--- src/rtl/nmul_seq.sv ---
// rtl/nmul_seq.sv - sequential Nsize x Nsize shift-and-add multiplier, signed mode under NMUL_SIGNED_EN
module nmul_seq #(
  parameter int Nsize = 4
) (
  input  logic                 Clk,
  input  logic                 Clr,
  input  logic                 Start,
  input  logic [Nsize-1:0]     A,
  input  logic [Nsize-1:0]     B,
`ifdef NMUL_SIGNED_EN
  input  logic                 Sgn,
`endif
  output logic                 Busy,
  output logic                 Done,
  output logic [2*Nsize-1:0]   R
);

  localparam int CW = $clog2(Nsize + 1);

  typedef enum logic [1:0] {IDLE, RUN, DONE} state_t;

  state_t             state_q, state_d;
  logic [Nsize-1:0]   mcand_q;
  logic [Nsize-1:0]   mplr_q;
  logic [2*Nsize-1:0] acc_q;
  logic [2*Nsize-1:0] r_q;
  logic [CW-1:0]      cnt_q;

  logic               accept;
  logic               last;
  logic [Nsize-1:0]   a_ld;
  logic [Nsize-1:0]   b_ld;
  logic [2*Nsize-1:0] addend;
  logic [2*Nsize-1:0] acc_sum;
  logic [2*Nsize-1:0] prod_fix;

`ifdef NMUL_SIGNED_EN
  logic               neg_q;
  logic               neg_ld;

  // Operands are loaded as magnitudes; the product sign is remembered for the final fix-up
  always_comb begin
    a_ld     = (Sgn && A[Nsize-1]) ? -A : A;
    b_ld     = (Sgn && B[Nsize-1]) ? -B : B;
    neg_ld   = Sgn && (A[Nsize-1] ^ B[Nsize-1]);
    prod_fix = neg_q ? -acc_sum : acc_sum;
  end
`else
  // Unsigned build: operands pass straight through, no sign fix-up
  always_comb begin
    a_ld     = A;
    b_ld     = B;
    prod_fix = acc_sum;
  end
`endif

  // Partial product for the current multiplier bit and the running sum
  always_comb begin
    accept  = (state_q != RUN) && Start;
    last    = (state_q == RUN) && (cnt_q == CW'(Nsize - 1));
    addend  = mplr_q[0] ? ({{Nsize{1'b0}}, mcand_q} << cnt_q) : '0;
    acc_sum = acc_q + addend;
  end

  // State register; reset dominates everything including Start
  always_ff @(posedge Clk) begin
    if (!Clr) state_q <= IDLE;
    else      state_q <= state_d;
  end

  // Next-state: DONE behaves like IDLE for accepting a new request
  always_comb begin
    state_d = state_q;
    case (state_q)
      IDLE:    if (Start) state_d = RUN;
      RUN:     if (last)  state_d = DONE;
      DONE:    state_d = Start ? RUN : IDLE;
      default: state_d = IDLE;
    endcase
  end

  // Datapath: load on accept, one multiplier bit per RUN edge, publish on the last bit
  always_ff @(posedge Clk) begin
    if (!Clr) begin
      mcand_q <= '0;
      mplr_q  <= '0;
      acc_q   <= '0;
      cnt_q   <= '0;
      r_q     <= '0;
`ifdef NMUL_SIGNED_EN
      neg_q   <= 1'b0;
`endif
    end else if (accept) begin
      mcand_q <= a_ld;
      mplr_q  <= b_ld;
      acc_q   <= '0;
      cnt_q   <= '0;
`ifdef NMUL_SIGNED_EN
      neg_q   <= neg_ld;
`endif
    end else if (state_q == RUN) begin
      acc_q  <= acc_sum;
      mplr_q <= mplr_q >> 1;
      cnt_q  <= cnt_q + CW'(1);
      if (last) r_q <= prod_fix;
    end
  end

  // Outputs decode straight from registers
  always_comb begin
    Busy = (state_q == RUN);
    Done = (state_q == DONE);
    R    = r_q;
  end

endmodule

--- config.mk ---
export PLATFORM = sky130hd
export DESIGN_NAME = nmul_seq
export DESIGN_NICKNAME = d
export VERILOG_FILES = /design/src/rtl/nmul_seq.sv
export SDC_FILE = /design/constraint.sdc
export NUM_CORES = 1
export LEC_CHECK = 0
export CAP_MARGIN = 30
export CORE_ASPECT_RATIO = 1.4
export CORE_MARGIN = 2
export CORE_UTILIZATION = 30
export DETAILED_ROUTE_END_ITERATION = 8
export MAX_ROUTING_LAYER = met4
export PLACE_DENSITY = 0.51
export SLEW_MARGIN = 5
export SYNTH_ARGS = -nofsm -noshare
export SYNTH_HDL_FRONTEND = slang
export SYNTH_SLANG_ARGS = --single-unit
--- constraint.sdc ---
create_clock -name Clk -period 3.4 [get_ports Clk]
set_input_delay 0.34 -clock Clk [delete_from_list [all_inputs] [get_ports Clk]]
set_output_delay 0.34 -clock Clk [all_outputs]
set_load 0.03 [all_outputs]
==> summary by stage <==
Outcome
The flow ran to the end, and the final reports show no timing, DRC or antenna violations.

Place
The half-perimeter wire length of the detailed placement result is 2930 um. The routability congestion estimate from global placement is just under 0.8. The total of buffers placed on input and output ports is 20.

Yosys
The synthesized design spends more area on one cell type than any other, namely sky130_fd_sc_hd__dfxtp_1. Counting distinct cell types in the post-synthesis netlist gives 40. For this run, asynchronously set or reset flops after synthesis account for 0%. By area the synthesized netlist is led by sky130_fd_sc_hd__dfxtp_1, sky130_fd_sc_hd__nand2_1, sky130_fd_sc_hd__ha_1. The instance count of the mapped netlist is 198.

A synthesized cell averages 8.26 um2. Synthesis inferred 29 register bits. The Yosys warning count is 0. The count of flip-flops with a built-in enable after synthesis is 0. Synthesis produced a netlist with a net count of 219. The most instantiated flip-flop cell in the synthesis netlist is sky130_fd_sc_hd__dfxtp_1.

The synthesized netlist occupies a cell area of 0.00164 mm2. In the post-synthesis netlist, the cell with the most instances is sky130_fd_sc_hd__nand2_1. Summing the sequential cell areas from Yosys gives 35.5% of the chip area. After synthesis, the largest area contributor takes up between 30% and 40% of total cell area.

Counting instances in the post-synthesis netlist gives the leading cell types as sky130_fd_sc_hd__nand2_1, sky130_fd_sc_hd__dfxtp_1, sky130_fd_sc_hd__nor2_1.

STA
Measured against its own limit, the worst slew margin works out to 64.3%. Setup repair after global routing left no endpoint under its margin. The number of endpoints with negative hold slack in the final report is 0.

The final cycle utilization of the critical path is approximately 80%. The slew of the pin with the lowest slew margin is around 540 ps. Setup violations remaining at the end of the flow were counted as 0.

On the final layout, the worst clock skew is approximately 4.6 ps. The highest attainable clock frequency is 368 MHz. The final max-slew violation count is 0. The final critical-path required period is 2720 ps. Summed over all failing endpoints, the final setup total negative slack is 0 ps.

Setup path
The startpoint identified for the worst register-to-register timing path is cnt_q[0]. The peak per-stage delay on the critical path is 650 ps. The worst path required time is 3630 ps.

In this run the worst path has a maximum fanout of 14. The type of the worst setup path is flop to flop. The data arrival time of the critical path is slightly below 3000 ps.

The reg-to-reg endpoint is acc_q[6]. Walking the worst path, the cells encountered are mux2i_1 -> nor2_1 -> nand3_1 -> fa_1 -> nor2b_1 -> o31a_1 -> o21ai_1 -> a2111oi_0 -> a311o_1. For the worst flop-to-flop path, the logic depth is 9.

The worst setup slack for register-to-register paths is about 680 ps. The worst setup path is launched from a flop. The cell with the largest stage delay on the worst path is sky130_fd_sc_hd__dfxtp_1. The worst setup path is captured at a flop.

Min path
The worst hold path terminates at R[4]. The beginning of the worst hold path is R[4]. The tightest min-delay check is of the flop to flop type.

The depth of the worst hold-timing path is 2.

Power
The cell-internal power is approximately 0.53 mW. The power dissipated by switching net loads is 0.206 mW. The power per standard cell area is between 300 and 400 mW/mm2.

The worst-case IR drop observed on VDD is 0.233 mV. Power comes to approximately 0.74 mW. The share of power burned in the clock network is between 30% and 40%. Of the total power, combinational logic draws about an eighth. The leakage power summed over all cells is 0.817 nW. The switching part of the total is roughly 28%.

The share of power burned in registers is 49.5%.

CTS
The clock latency reported for the late side of the worst-skew pair is between 200 and 300 ps. After clock tree synthesis, the repair step resized 0 gates. CTS built an H-tree with a depth of 2. Clock-pin slew was measured on the worst setup and hold paths at ~70 ps.

The setup fix buffers added after clock tree synthesis is 0. TritonCTS built the clock tree. The sink count of the clock tree is 29. After clock tree synthesis, the flow added hold-fix buffers numbering 0.

The maximum clock path buffer count is 2. The total clock buffers created by CTS is 5. Clock tree synthesis selected as its root buffer the cell sky130_fd_sc_hd__clkbuf_8.

Floorplanning
For this configuration, the core starts out at a cell density of 31.2%. The number of top-level design ports is 21. The floorplan has 31 rows. The die extent in x is 66.4 um. The core region area is 0.00524 mm2. The y dimension of the die is 91.4 um. The area of the die is 0.00607 mm2.

Global routing
Across every metal layer, demand over resource in global routing totals 14.5%. The number of antenna violations at the first check in global routing is 0. The number of global-route vias before repair came to roughly 1,300. The leftover overflow at the end of global routing is 0. The first global-routing pass estimated 6440 um of wire. The maximum number of pins on one net before global-route repair is 24.

Cells and area
At the end of the flow, the number of nets in the layout was 239. Of the cells placed in the final design, the portion with a size suffix greater than 1 is 8.68%. The number of antenna cells inserted is 0. The area growth from synthesis to layout is 21.0%. Fill cells in the final layout number 553.

Job
The max-cap violation count is 0.

Route
The vias after detailed routing is about 1,400. The remaining design rule violation count is 0. The number of vias per cell after detailed routing is 4.93. The number of detailed-route iterations in the first pass is 4.

The first routing iteration left 57 violations. The detail route stage leaves a number of antenna-violating nets equal to 0. The total wirelength of the detailed-routed design is 3920 um. In the final routed layout, each cell accounts on average for 13.8 um.
## per-layer routing
metal  wire length, um  part of all wire [%]  track usage (%)
met1              1750                    45             16.9
met2              1950                    50             23.0
met3               107                   2.7             3.10
met4               113                   2.9             7.48
met5                 0                     0                -
## metrics by stage
stage / setup WS (ps) / cells / hold WS (ps) / util [%] / cell area, um2
after global placement: 676 / 277 / 449 / 36.2 / 1890
after global routing: 439 / 285 / 484 / 37.8 / 1980
final: 681 / 285 / 462 / 37.8 / 1980
after detailed placement: 695 / 277 / 459 / 36.2 / 1890
after CTS: 665 / 285 / 467 / 37.8 / 1980
after floorplan: 970 / 198 / 441 / - / 1640
## power groups by stage
stage	registers [mW]	logic [mW]	clock network, mW
2_1_floorplan	0.367	0.0646	0
3_3_place_gp	0.374	0.0913	0
3_5_place_dp	0.374	0.0910	0
4_1_cts	0.366	0.0913	0.291
5_1_grt	0.369	0.0994	0.310
6_report	0.366	0.0906	0.283
## area by class of cell
| cell class | instances | area, um2 | share of cell area, % |
|---|---|---|---|
| inverters | 9 | 33.8 | 1.71 |
| clock inverters | 3 | 17.5 | 0.885 |
| repair buffers | 23 | 223 | 11.3 |
| multi-input cells | 150 | 973 | 49.2 |
| flip-flops and latches | 29 | 581 | 29.3 |
| well taps | 66 | 82.6 | 4.17 |
| clock buffers | 5 | 68.8 | 3.48 |
## worst max path at each step
stage | startpoint | to | slack [ps] | cells after the start
floorplan | cnt_q[0] | acc_q[6] | 970 | 10
global placement | cnt_q[0] | R[7] | 680 | 10
detailed placement | cnt_q[0] | R[7] | 690 | 10
CTS | cnt_q[0] | acc_q[6] | 660 | 9
global route | cnt_q[0] | acc_q[6] | 440 | 9
finish | cnt_q[0] | acc_q[6] | 680 | 9
## sequential cells by signal (all words and copies together) (netlist names)
register / count
state_q: 2
acc_q: 8
R: 8
mcand_q: 4
cnt_q: 3
mplr_q: 4
## critical path, delay by kind of cell, from the launching register on
kind	cells	cell delay [ps]
simple gates	3	470
compound gates	4	950
fa+ha+maj	1	460
mux	1	140
flops	1	650
## kinds of logic (layout without fill, tap and decap cells)
kind of cell,Yosys count,after routing,synth area share (%)
buffers and inverters,19,40,4.97
xor gates and xnor gates,6,6,3.21
AOI/OAI and AO/OA,46,46,19.7
and+or+nand+nor,79,79,22.3
muxes,9,9,6.20
adders and majority gates,10,10,8.11
DFF,29,29,35.5
## cells in the final DEF (no fill, tap or decap), drive strengths merged
cell type      instances
nand4                  1
and3b                  2
clkbuf                 5
nand3b                 1
inv                    9
o21ai                  9
a311o                  2
and3                   3
a21boi                 7
nor2                  12
a21oi                 11
nor3b                  2
a22oi                  1
clkinvlp               1
clkinv                 2
o31a                   1
dfxtp                 29
nand2                 38
xnor2                  4
o211a                  5
xor2                   2
mux2i                  6
a31oi                  1
o22ai                  2
clkdlybuf4s50         20
mux2                   3
a2111oi                1
a21o                   1
ha                     9
a211oi                 4
buf                    3
nand3                 10
nand2b                 2
fa                     1
and2                   5
o21a                   1
nor2b                  3
No activity file was read; power rests on OpenSTA's default activity.
